## src/rtl/if_stage.sv

```systemverilog
// Instruction fetch stage: request/ack handshake to instruction memory, hold-until-consumed output, redirect drain.
// Optional macro IF_STAGE_PERF_EN adds fetch_count / stall_count performance counters.
module if_stage #(
  parameter logic [31:0] RESET_PC = 32'h00000000,
  parameter logic [31:0] NOP_WORD = 32'h00000000
) (
  input  logic        clk,
  input  logic        reset,
  input  logic        PC_write,
  input  logic        PCSrc,
  input  logic [31:0] PC_branch,
  output logic        imem_req,
  output logic [31:0] imem_addr,
  input  logic        imem_ack,
  input  logic [31:0] imem_data,
  output logic [31:0] instruction_IF,
  output logic [31:0] PC_sumado_IF,
  output logic        fetch_valid
`ifdef IF_STAGE_PERF_EN
  ,
  output logic [31:0] fetch_count,
  output logic [31:0] stall_count
`endif
);

  typedef enum logic [1:0] {FETCH = 2'd0, WAIT = 2'd1, HOLD = 2'd2, DRAIN = 2'd3} state_t;

  state_t      state;
  logic [31:0] pc;
  logic [31:0] fetch_addr;
  logic        req_q;
  logic [31:0] br_tgt;

  assign br_tgt    = PC_branch & ~32'h3;
  assign imem_req  = req_q;
  // fetch_addr tracks PC on every entry to FETCH, so it is also the live request address.
  assign imem_addr = fetch_addr;

  always_ff @(posedge clk) begin
    if (reset) begin
      state          <= FETCH;
      pc             <= RESET_PC;
      fetch_addr     <= RESET_PC;
      req_q          <= 1'b1;
      fetch_valid    <= 1'b0;
      instruction_IF <= NOP_WORD;
      PC_sumado_IF   <= 32'h0;
    end else begin
      case (state)
        FETCH, WAIT: begin
          if (PCSrc) begin
            pc <= br_tgt;
            if (imem_ack) begin
              fetch_addr <= br_tgt;
              state      <= FETCH;
            end else begin
              state <= DRAIN;
            end
          end else if (imem_ack) begin
            instruction_IF <= imem_data;
            PC_sumado_IF   <= fetch_addr + 32'd4;
            fetch_valid    <= 1'b1;
            req_q          <= 1'b0;
            state          <= HOLD;
          end else begin
            state <= WAIT;
          end
        end
        HOLD: begin
          if (PCSrc) begin
            pc             <= br_tgt;
            fetch_addr     <= br_tgt;
            fetch_valid    <= 1'b0;
            instruction_IF <= NOP_WORD;
            req_q          <= 1'b1;
            state          <= FETCH;
          end else if (PC_write) begin
            pc             <= fetch_addr + 32'd4;
            fetch_addr     <= fetch_addr + 32'd4;
            fetch_valid    <= 1'b0;
            instruction_IF <= NOP_WORD;
            req_q          <= 1'b1;
            state          <= FETCH;
          end
        end
        DRAIN: begin
          // Stale request still in flight: wait out its ack, then fetch the redirect target.
          if (PCSrc) begin
            pc <= br_tgt;
          end else if (imem_ack) begin
            fetch_addr <= pc;
            state      <= FETCH;
          end
        end
      endcase
    end
  end

`ifdef IF_STAGE_PERF_EN
  always_ff @(posedge clk) begin
    if (reset) begin
      fetch_count <= 32'h0;
      stall_count <= 32'h0;
    end else if (state == HOLD) begin
      if (!PC_write)
        stall_count <= stall_count + 32'd1;
      if (PC_write && !PCSrc)
        fetch_count <= fetch_count + 32'd1;
    end
  end
`endif

endmodule

```

## config.mk

```make
export PLATFORM = sky130hd
export DESIGN_NAME = if_stage
export DESIGN_NICKNAME = d
export VERILOG_FILES = /design/src/rtl/if_stage.sv
export SDC_FILE = /design/constraint.sdc
export NUM_CORES = 1
export LEC_CHECK = 0
export ABC_CLOCK_PERIOD_IN_PS = 4710
export BUFFER_PORTS_ARGS = -buffer_cell sky130_fd_sc_hd__buf_4
export CAP_MARGIN = 20
export CORE_AREA = 2 2 121 123
export DETAILED_ROUTE_END_ITERATION = 8
export DIE_AREA = 0 0 123 125
export PLACE_DENSITY = 0.69
export SYNTH_ARGS = -nofsm -noshare
export SYNTH_HDL_FRONTEND = slang
export SYNTH_SLANG_ARGS = --single-unit
```

## constraint.sdc

```tcl
create_clock -name clk -period 4.71 [get_ports clk]
set_input_delay 0.7065 -clock clk [delete_from_list [all_inputs] [get_ports clk]]
set_output_delay 0.7065 -clock clk [all_outputs]
set_load 0.1 [all_outputs]
```

# Word level (Yosys, flattened, before mapping)
# Cells that the tools add are included.
# op_classes
n_shift,0
bitwise,1
muxes,32
order_cmp,0
n_reduce_logical,9
addsub,1
eq_ne,10
div,0
mul,0
# ops
op,count
$mux 32,11
$pmux 32 s2,2
$pmux 32 s3,1
$add 32x3->32 const B,1
$mux 2,7
$ne 2x2->1 const B,5
$mux 1,8
$pmux 2 s3,1
$reduce_and 3->1,2
$reduce_and 5->1,1
$eq 2x2->1 const B,2
$pmux 1 s2,2
$reduce_and 4->1,1
$ne 3x3->1 const B,1
$reduce_or 3->1,1
$eq 2x1->1 const B,1
$logic_not 2->1,1
$ne 2x1->1 const B,1
$reduce_and 2->1,1
$reduce_bool 2->1,1
$reduce_or 2->1,1
$not 1->1,1
# word_totals
mem_bits_rw,0
latchBits,0
romBits,0
n_memories,0
reg_bits,132

# Logic depth before layout (Yosys ltp)
# depth
ltp_word,4
depth_mapped,10
mapped_depth_nobuf,6

# Least setup slack after synthesis
# OpenSTA, ideal clock, no wires.
# synth_path
kind,register -> register
from,"register fetch_addr[3], in the netlist imem_addr[3]"
to,register pc[26]
setup_slack_ns,1.962
setup_ns,0.139
path_stages_with_launch,8
required_ns,4.571
n_path_buf,1
arrival_ns,2.610
path_cell_list,dfxtp_1 ha_1 nand3_1 or2_0 buf_2 nor4_1 xnor2_1 o221ai_1
# synth_via
elab_chain_len,4
# synth_lines
element,line,rtl
"start, declared",30,logic [31:0] fetch_addr;
"start signal, assigned",54,fetch_addr <= br_tgt;
"start signal, assigned",72,fetch_addr <= br_tgt;
"start signal, assigned",79,fetch_addr <= fetch_addr + 32'd4;
$add 32x3->32,78,pc <= fetch_addr + 32'd4;
$mux 32,77,end else if (PC_write) begin
$mux 32,70,if (PCSrc) begin
$pmux 32 s2,49,case (state)
"end signal, assigned",52,pc <= br_tgt;
"end signal, assigned",71,pc <= br_tgt;
"end signal, assigned",78,
"end, declared",29,logic [31:0] pc;
# Every way passes these cells. The select of a mux whose other input is x is not followed.
# A chain may end at the register's enable or synchronous reset.

# Final worst setup path
# layout_path
from,register state[1]
to,"register fetch_addr[14], in the netlist imem_addr[14]"
# layout_via
elab_chain_len,4
# layout_lines
element,line,rtl
"start, declared",28,state_t state;
"start signal, assigned",41,state <= FETCH;
"start signal, assigned",55,state <= FETCH;
"start signal, assigned",57,state <= DRAIN;
$eq 2x1->1 or $logic_not 2->1 (tied branches),49,
$reduce_or 2->1,49,
$ne 2x2->1 (no source line),-,
$reduce_and 5->1 (no source line),-,
# Several ways; a longest one is shown, not always the timed one.

==> metrics.md <==
| Metric | Value |
|---|---|
| CTS tree | `built` |
| Post-detailed-route count of antenna-violating nets | `0` |
| Max VDD drop | `~0.00028 V` |
| Final core occ | `58.0%` |
| CP Capture Type | `register` |
| Top Ports | `167` |
| Synthesized net count | `828` |
| Clock Skews | `0.00660 ns` |
| Worst Setup Slack, final | `1.74 ns` |
| Worst Hold Class | `reg2reg` |
| TNS Setup | `0 ns` |
| Synth unique cells | `66` |
| Critical Path Start Type | `register` |
| GRT busiest layer | `met2` |
| Hold Crit Start | `pc[0]$_SDFFE_PP0P_` |
| Setup crit end | `imem_addr[14]$_SDFFE_PP0P_` |
| CP Launch Point | `state[1]$_SDFFE_PP0P_` |
| Via/cell ratio | `5.93` |
| Final Critical Period | `a little under 3 ns` |
| Seq/Total Area, Yosys | `between 40% and 50%` |
| Avg WL per Cell | `approximately 18 µm` |
| Vias in the first global route | `5,942` |
| Type of the worst setup path | `reg2reg` |
| Core area | `approximately 14,000 µm²` |
| Post-Synthesis Cells | `about 760` |
| Final instance area | `8240 µm²` |
| PortBufs | `164` |
| Synthesis-to-layout area growth | `31.9%` |
| Delay-heaviest family, CP | `flip-flops` |
| Initial antenna violation count | `0` |
| Largest net degree at the start of global routing | `between 60 and 70` |
| R2R Setup Slk | `between 1.5 and 2 ns` |
| Fill cell count | `1,327` |
| CTS Buffer Depth | `2` |
| Bufs and invs on worst path | `2` |
| Worst rel slew slack | `30.1%` |
| CP Max Fanout | `23` |
| Final Non-Filler Cells | `1,087` |
| Worst-margin pin slew | `1.04 ns` |
| PD cells | `~460 nW/µm²` |
| Post-CTS Hold Fix Bufs | `0` |
| Worst skew pair latency | `0.42 ns` |
| Avg Cell Area, Syn | `8.28 µm²` |
| Fin Hold WS | `around 0.46 ns` |
| Grt ovf | `0` |
| Cell Chain, Critical Path | `inv_1 -> buf_4 -> nor2_1 -> o21ai_0 -> o21bai_1 -> a221oi_1` |
| FFs w/ async S/R, synth | `0%` |
| Die X | `about 120 µm` |
| Reg2Reg Depth | `6` |
| CTS Buf Count | `17` |
| RR Endpoint | `imem_addr[14]$_SDFFE_PP0P_` |
| Placed inst area | `about 7600 µm²` |
| M3 GR Usage | `approximately 8.5%` |
| Share of cells above drive strength 1 | `a little over a quarter` |
| Crit path arrival time | `3.29 ns` |
| Placed Cells | `1,053` |
| FP Rows | `44` |
| R2r startpoint | `state[1]$_SDFFE_PP0P_` |
| CTS H-Tree Depth | `4` |
| Flop and latch count out of synthesis | `132` |
| PostCTS Resize Cnt | `0` |
| Iteration-0 DRC Markers | `642` |
| Clk root buf | `clkbuf_16` |
| Crit share post-route | `63.0%` |
| Total power | `3.75 mW` |
| Final hold vios | `0` |
| Pre-antenna DRT Iters | `6` |
| Most frequent cells in the layout | `buf_4, dfxtp_1, nor2_1` |
| Mapped cell area | `6250 µm²` |
| First-pass GRT wire length | `~31,000 µm` |
| Post-synth EDFFs | `0` |
| RSZ-0062 raised after global routing | `false` |
| Clk sinks | `132` |
| Hpwl dp | `13,200 µm` |
| Initial core utilization | `a little over two fifths` |
| Delay of the slowest critical-path stage | `0.97 ns` |
| Max Freq | `337 MHz` |
| Worst path required time | `between 5 and 6 ns` |
| CP max-delay cell | `dfxtp_1` |
| Final Setup Violations | `0` |
| Die ar. | `15,400 µm²` |
| Max Transition Viols Final | `0` |
| Die height | `125 µm` |
| Syn. warnings | `0` |
| Leakage | `3.28 nW` |
| DRC Markers | `0` |
| Post-CTS Setup Repair Bufs | `0` |
| Commonest non-fill, non-tap cell in the layout | `buf_4` |
| DP Worst Slack | `1.52 ns` |
| Max Cap Viol | `0` |
| Outcome | `completed` |
| GPL Wtd Cong | `0.835` |
| Vias | `6,444` |
| Antenna cells | `0` |
| GRT Resource Usage Total | `approximately a quarter` |
| WL final | `19,900 µm` |
| Worst-path clk slew | `0.06 ns` |
| Worst path depth | `6` |
| Layout Nets | `just under 1,000` |
| GRT met1 Usage | `35.1%` |
| Post-synth top flop | `dfxtp_1` |
| Met2 Track Usage GR | `38.9%` |
[state kept, by name, indices dropped and copies added (netlist names)]
name,flops
PC_sumado_IF,32
fetch_valid,1
pc,32
instruction_IF,32
state,2
imem_req,1
imem_addr,32
[worst register-to-register path, cell delays in order, from the launching register on]
cell	delay, ns
dfxtp_1	0.97
inv_1	0.14
buf_4	0.26
nor2_1	0.83
o21ai_0	0.20
o21bai_1	0.21
a221oi_1	0.26
[power breakdown]
group	total [mW]	internal [mW]	switching (mW)
logic	1.04	0.265	0.770
registers	1.31	1.20	0.101
clock network	1.41	0.897	0.512
total	3.75	2.37	1.38
[layout make-up]
| class | instances | area (µm²) | area share (%) |
|---|---|---|---|
| tap | 184 | 230 | 2.79 |
| clock buffer | 19 | 443 | 5.38 |
| inverter | 13 | 48.8 | 0.592 |
| timing repair buffer | 180 | 1380 | 16.8 |
| multi-input combinational | 546 | 3310 | 40.2 |
| sequential | 132 | 2640 | 32.1 |
| clock inverter | 13 | 183 | 2.22 |
[logic make-up after synthesis]
| kind of cell | synth area share, % |
|---|---|
| AOI/OAI and AO/OA | 27.5 |
| xor gates and xnor gates | 3.08 |
| adders and majority gates | 0.801 |
| buffers and inverters | 5.01 |
| DFF | 42.3 |
| muxes | 0.340 |
| and+or+nand+nor | 21.0 |
[metal layers]
| metal | routed length (µm) | part of all wire [%] |
|---|---|---|
| met5 | 0 | 0 |
| met4 | 264 | 1.3 |
| met3 | 1940 | 9.7 |
| met2 | 9040 | 45 |
| met1 | 8640 | 43 |
[synth_stat cells, drive strengths merged, types with 18 or more instances]
cell	n	share of area (%)
a211oi	18	2.2
a21oi	52	4.2
a221oi	18	2.5
a22oi	38	4.6
buf	20	1.5
clkbuf	44	2.7
dfxtp	132	42
nand2	55	3.3
nand3	19	1.6
nand4	18	1.9
nor2	102	6.1
nor3	34	2.8
o21ai	38	3.0
[worst min path at each step]
stage / endpoint / cells after the start
2_1_floorplan: pc[0]$_SDFFE_PP0P_ / 2
3_3_place_gp: PC_sumado_IF[0]$_SDFFE_PP0P_ / 2
3_5_place_dp: pc[1]$_SDFFE_PP0P_ / 2
4_1_cts: pc[1]$_SDFFE_PP0P_ / 2
5_1_grt: PC_sumado_IF[3]$_SDFFE_PP0P_ / 2
6_report: pc[0]$_SDFFE_PP0P_ / 2
No activity file was read; power rests on OpenSTA's default activity.
